### config.mk
export PLATFORM = sky130hd
export DESIGN_NAME = cubehash_io_resp
export DESIGN_NICKNAME = d
export VERILOG_FILES = /design/src/rtl/cubehash_pkg.sv /design/src/rtl/cubehash_dig_shreg.sv /design/src/rtl/cubehash_io_resp.sv
export SDC_FILE = /design/constraint.sdc
export NUM_CORES = 1
export LEC_CHECK = 0
export CORE_AREA = 2 2 317 319
export DETAILED_ROUTE_END_ITERATION = 7
export DIE_AREA = 0 0 319 321
export GPL_ROUTABILITY_DRIVEN = 0
export PLACE_DENSITY = 0.59
export SETUP_SLACK_MARGIN = 0.3
export SYNTH_ARGS = -nofsm -noshare
export SYNTH_HDL_FRONTEND = slang
export SYNTH_SLANG_ARGS = --single-unit
### constraint.sdc
create_clock -name clk -period 5.44 [get_ports clk]
set_input_delay 0.816 -clock clk [delete_from_list [all_inputs] [get_ports clk]]
set_output_delay 0.816 -clock clk [all_outputs]
set_load 0.01 [all_outputs]
### src/rtl/cubehash_pkg.sv
// Shared constants and state encoding for the CubeHash host-port responder.
package cubehash_pkg;

  localparam int unsigned IO_W          = 16;
  localparam int unsigned BLK_W         = 256;
  localparam int unsigned DIG_W         = 512;
  localparam int unsigned WORDS_PER_BLK = BLK_W / IO_W;
  localparam int unsigned WORDS_PER_DIG = DIG_W / IO_W;

  localparam int unsigned WCNT_W = 4;
  localparam int unsigned DCNT_W = 5;

  typedef enum logic [2:0] {
    IDLE     = 3'd0,
    BLK_WAIT = 3'd1,
    FIN_WAIT = 3'd2,
    DRAIN    = 3'd3,
    DONE     = 3'd4
  } state_e;

endpackage

### src/rtl/cubehash_dig_shreg.sv
// 512-bit digest register: parallel load from the core, 16-bit words
// shifted out from the top. Clear has priority over load over shift.
module cubehash_dig_shreg
  import cubehash_pkg::*;
(
  input  logic             clk,
  input  logic             rst_n,
  input  logic             clr_i,
  input  logic             ld_i,
  input  logic             sh_i,
  input  logic [DIG_W-1:0] din_i,
  output logic [IO_W-1:0]  top_o
);

  logic [DIG_W-1:0] shreg_q;

  // Digest capture and word-by-word left shift.
  always_ff @(posedge clk or negedge rst_n) begin
    if (!rst_n) begin
      shreg_q <= '0;
    end else if (clr_i) begin
      shreg_q <= '0;
    end else if (ld_i) begin
      shreg_q <= din_i;
    end else if (sh_i) begin
      shreg_q <= shreg_q << IO_W;
    end
  end

  assign top_o = shreg_q[DIG_W-1 -: IO_W];

endmodule

### src/rtl/cubehash_io_resp.sv
// Host-port responder: packs 16-bit loads into 256-bit blocks for the
// round core, triggers finalization on the first fetch and streams the
// 512-bit digest back one 16-bit word per acknowledged fetch.
module cubehash_io_resp
  import cubehash_pkg::*;
(
  input  logic             clk,
  input  logic             rst_n,
  input  logic             init,
  input  logic             load,
  input  logic             fetch,
  input  logic [IO_W-1:0]  idata,
  output logic             ack,
  output logic [IO_W-1:0]  odata,
  output logic             err,
  output logic             core_init,
  output logic             core_blk_valid,
  output logic [BLK_W-1:0] core_blk,
  input  logic             core_ready,
  output logic             core_final,
  input  logic             core_dig_valid,
  input  logic [DIG_W-1:0] core_dig
);

  state_e              state_q;
  logic [WCNT_W-1:0]   wcnt_q;
  logic [DCNT_W-1:0]   dcnt_q;
  logic [BLK_W-1:0]    blk_q;
  logic                ack_q;
  logic [IO_W-1:0]     odata_q;
  logic                err_q;
  logic                core_init_q;
  logic                blk_valid_q;
  logic                final_q;

  logic                ld_req;
  logic                fe_req;
  logic                both_req;
  logic [7:0]          blk_shamt;
  logic [BLK_W-1:0]    word_mask;
  logic [BLK_W-1:0]    word_data;
  logic                sh_clr;
  logic                sh_ld;
  logic                sh_shift;
  logic [IO_W-1:0]     sh_top;

  // Request qualification: a request is only seen when no ack was driven
  // last cycle, so a held request is serviced at most every other cycle.
  // The word slot is placed with shifts rather than a variable part-select.
  always_comb begin
    ld_req    = !ack_q && load && !fetch;
    fe_req    = !ack_q && fetch && !load;
    both_req  = !ack_q && load && fetch;
    blk_shamt = 8'(wcnt_q) * 8'(IO_W);
    word_mask = {{IO_W{1'b1}}, {(BLK_W-IO_W){1'b0}}} >> blk_shamt;
    word_data = {idata, {(BLK_W-IO_W){1'b0}}} >> blk_shamt;
    sh_clr    = init;
    sh_ld     = !init && (state_q == FIN_WAIT) && core_dig_valid;
    sh_shift  = !init && !both_req && (state_q == DRAIN) && fe_req;
  end

  cubehash_dig_shreg u_dig_shreg (
    .clk   (clk),
    .rst_n (rst_n),
    .clr_i (sh_clr),
    .ld_i  (sh_ld),
    .sh_i  (sh_shift),
    .din_i (core_dig),
    .top_o (sh_top)
  );

  // Protocol FSM, block packer, counters and registered output pulses.
  always_ff @(posedge clk or negedge rst_n) begin
    if (!rst_n) begin
      state_q     <= IDLE;
      wcnt_q      <= '0;
      dcnt_q      <= '0;
      blk_q       <= '0;
      ack_q       <= 1'b0;
      odata_q     <= '0;
      err_q       <= 1'b0;
      core_init_q <= 1'b0;
      blk_valid_q <= 1'b0;
      final_q     <= 1'b0;
    end else begin
      ack_q       <= 1'b0;
      core_init_q <= 1'b0;
      blk_valid_q <= 1'b0;
      final_q     <= 1'b0;
      if (init) begin
        state_q     <= IDLE;
        wcnt_q      <= '0;
        dcnt_q      <= '0;
        blk_q       <= '0;
        err_q       <= 1'b0;
        core_init_q <= 1'b1;
      end else if (both_req) begin
        err_q <= 1'b1;
      end else begin
        unique case (state_q)
          IDLE: begin
            if (ld_req) begin
              blk_q  <= (blk_q & ~word_mask) | word_data;
              wcnt_q <= wcnt_q + 4'd1;
              ack_q  <= 1'b1;
              if (wcnt_q == '1) state_q <= BLK_WAIT;
            end else if (fe_req) begin
              if (wcnt_q == '0) begin
                final_q <= 1'b1;
                state_q <= FIN_WAIT;
              end else begin
                err_q <= 1'b1;
              end
            end
          end
          BLK_WAIT: begin
            // Loads are silently held off here; only a fetch is an error.
            if (fe_req) err_q <= 1'b1;
            if (core_ready) begin
              blk_valid_q <= 1'b1;
              state_q     <= IDLE;
            end
          end
          FIN_WAIT: begin
            if (ld_req) err_q <= 1'b1;
            if (core_dig_valid) begin
              dcnt_q  <= '0;
              state_q <= DRAIN;
            end
          end
          DRAIN: begin
            if (ld_req) begin
              err_q <= 1'b1;
            end else if (fe_req) begin
              odata_q <= sh_top;
              dcnt_q  <= dcnt_q + 5'd1;
              ack_q   <= 1'b1;
              if (dcnt_q == '1) state_q <= DONE;
            end
          end
          DONE: begin
            if (ld_req || fe_req) err_q <= 1'b1;
          end
          default: state_q <= IDLE;
        endcase
      end
    end
  end

  assign ack            = ack_q;
  assign odata          = odata_q;
  assign err            = err_q;
  assign core_init      = core_init_q;
  assign core_blk_valid = blk_valid_q;
  assign core_blk       = blk_q;
  assign core_final     = final_q;

endmodule

==> impl_metrics.csv <==
group,metric,value,unit
global_route,first_global_vias,27303,
drt,viasPerCell,5.39,
drt,dr.max_layer_used,"met5",
floorplanning,die_w,319,µm
clock_network,htree_levels,3,
sta,tightestPinTransition,1.22,ns
placed_design,io_buffer_count,811,
power_and_ir_drop,peakVddDrop,0.000231,V
clock_network,cts_buffers,92,
sta,relSlewSlack,0.190,
yosys,yosys_most_used_dff,"dfrtp_1",
worst_setup_path,cp-end-kind,"flop",
floorplanning,core_area,99300,µm²
worst_setup_path,r2r_end,"u_dig_shreg.shreg_q[433]",
final_layout,syn_to_final_growth,33.6,%
sta,post-route-period-util,0.607,
floorplanning,io_pins,812,
final_layout,multiInputGateArea,14300,µm²
sta,hold_slack,0.157,ns
drt,routed_wl,123000,µm
power_and_ir_drop,leakagePower,18.8,nW
drt,wl_met2,59300,µm
worst_setup_path,setup.worst_path.start_class,"input port",
global_route,gr-total-overflow,0,
yosys,syn-cell-area,35800,µm²
drt,ant_nets,0,
sta,setup_tns,0,ns
worst_setup_path,cp_max_fo,223,
sta,rsz0062_at_grt,"no",
sta,slew_violations,0,
drt,drc,0,
yosys,syn_area_per_cell,11.5,µm²
global_route,grt_max_degree,240,
clock_network,path_clk_slew,0.06,ns
sta,fin_crit,3.30,ns
drt,drt_pass1_iterations,5,
worst_setup_path,r2r_start,"ack",
worst_setup_path,worstPathArrival,3.85,ns
status,status,"finished clean",
yosys,yosysUniqueCellTypes,46,
global_route,grt.total_usage,0.235,
clock_network,post-cts-setup-buffers,0,
clock_network,cts-resized-gates,0,
power_and_ir_drop,cellPowerDensity,325,nW/µm²
floorplanning,initial_core_util,0.360,
job,cap_viol_max_count,0,
worst_setup_path,r2r_cells,6,
drt,post_drt_wl_per_cell,24.0,µm
placed_design,hpwl,85400,µm
clock_network,cts_root_buffer,"clkbuf_16",
floorplanning,dieArea,102000,µm²
clock_network,clock_sinks,801,
global_route,grt_first_pass_wirelength,183000,µm
worst_setup_path,worstSetupPathType,"input port to flop",
yosys,yosysSeqAreaShare,0.561,
clock_network,hold_buffers,0,
floorplanning,rows,116,
drt,vias,27690,
yosys,syn_nets,3652,
worst_setup_path,setup.worst_path.end,"u_dig_shreg.shreg_q[433]",
yosys,ys_warn_count,0,
global_route,antenna_found_initial,42,
drt,drt-initial-drc-count,2519,
yosys,synth-seq-cells,801,
yosys,synthCells,3109,
sta,fmax,303,MHz
floorplanning,die_y,321,µm
clock_network,cts_tree,"done",
drt,wl_met1,50000,µm
clock_network,cts_buffer_depth,3,
yosys,synth_edf_count,0,
sta,skew,0.0254,ns
drt,wl_met3,8980,µm
final_layout,nNetsFinal,4302,
worst_setup_path,startpoint,"fetch",
worst_hold_path,worstHoldPathType,"input port to asynchronous set/reset pin",
worst_setup_path,cp.required,5.99,ns
yosys,async_reset_ff_frac,1.00,
sta,hold_viol,0,
worst_setup_path,r2r_setup_slack,2.40,ns
final_layout,num-fill-cells,9282,
final_layout,ff_latch_area,20000,µm²
clock_network,insertion_delay,0.68,ns
sta,final-setup-viol-count,0,
final_layout,layout-drive-gt1-share,0.0577,
==> per-layer routing <==
metal,vias up,GRT usage
li1,12825,-
met1,13705,0.292
met2,865,0.386
met3,235,0.0662
met4,60,0.0921
met5,-,0
==> cell type report <==
class                      instances  area share
clock buffer                     142      0.0584
sequential                       801       0.419
antenna                           15    0.000786
multi-input combinational       1992       0.299
timing repair buffer             867       0.183
inverter                           5    0.000393
tap                             1298      0.0340
clock inverter                    21     0.00500
==> synth_stat cells (3+ instances only) <==
cell       count  area (µm²)
a32o_1       192        1920
buf_6         12         135
a21oi_1       10        50.1
buf_4          7        52.6
nor3b_1        5        37.5
a31oi_1       11        68.8
buf_1          3        11.3
o21ai_0       56         280
nor4_1         3        18.8
nand3_1        3        15.0
ha_1           8         100
mux2i_1      497        4970
a22o_1        18         158
dfrtp_1      801       20000
o2bb2ai_1     15         131
mux2_2         3        33.8
nor2b_1        6        37.5
inv_1          5        18.8
nor2_1        16        60.1
clkbuf_1     151         567
nand2_1      621        2330
buf_2        138         691
o31ai_1      496        3720
and3_1         5        31.3
==> through the flow <==
| step | area [µm²] | cells | util | setup WS [ns] | power (mW) |
|---|---|---|---|---|---|
| 6_report | 47800 | 5141 | 0.481 | 2.14 | 15.5 |
| 3_5_place_dp | 44700 | 4963 | 0.450 | 1.60 | 9.43 |
| 5_1_grt | 47800 | 5135 | 0.481 | 2.05 | 16.2 |
| 4_1_cts | 47700 | 5126 | 0.481 | 2.33 | 15.7 |
| 3_3_place_gp | 44700 | 4963 | 0.450 | 1.70 | 9.40 |
| 2_1_floorplan | 35800 | 3109 | - | 3.03 | 8.30 |
==> worst min path at each step <==
| stage | from | end | depth (start not counted) | slack, ns |
|---|---|---|---|---|
| after floorplan | u_dig_shreg.shreg_q[496] | odata[0] | 2 | 0.44 |
| after global placement | u_dig_shreg.shreg_q[501] | odata[5] | 2 | 0.45 |
| after detailed placement | u_dig_shreg.shreg_q[504] | odata[8] | 2 | 0.45 |
| after CTS | rst_n | core_blk[115] | 1 | 0.14 |
| after global routing | rst_n | core_blk[147] | 1 | 0.20 |
| final | rst_n | core_blk[115] | 1 | 0.16 |
==> sequential cells by signal (all words and copies together), names as in the netlist <==
signal               flops
ack                      1
core_blk               256
core_blk_valid           1
core_final               1
core_init                1
dcnt_q                   5
err                      1
odata                   16
state_q                  3
u_dig_shreg.shreg_q    512
wcnt_q                   4
==> cell usage in the layout, fill, tap and decap left out, drive strengths merged, types with 2 or more instances in the layout <==
cell type and count:
nor2 17, ha 8, nor3b 5, clkbuf 142, a21oi 10, and3 5
diode 15, a31oi 11, or3b 3, nor4b 2, o2bb2ai 15, dfrtp 801
nand3b 2, a22o 18, mux2i 497, clkinv 12, nand2 621, inv 11
nor2b 6, buf 58, mux2 3, a22oi 2, clkdlybuf4s50 809, bufinv 2
nor3 3, nand3 3, o31ai 496, nor4 4, a32o 192, xnor2 2
o21ai 56
==> where the power goes <==
part | internal, mW | leakage [nW] | total [mW] | switching, mW
Clock | 3.63 | 1.49 | 6.22 | 2.60
Combinational | 1.11 | 6.20 | 2.61 | 1.50
Sequential | 6.38 | 11.1 | 6.68 | 0.305
Total | 11.1 | 18.8 | 15.5 | 4.40
==> cell families after synthesis <==
family          synth area share
compound gates             0.179
flops                      0.561
simple gates              0.0753
mux                        0.140
buf+inv                   0.0413
fa+ha+maj                0.00280
xor+xnor                0.000735
==> worst max-delay path: stages <==
cell             delay (ns)
clkdlybuf4s50_1        0.60
or3b_2                 0.54
nor2_4                 0.58
nor3_2                 0.11
buf_4                  0.23
buf_12                 0.24
o31ai_1                0.44
(Power assumes the default switching activity.)
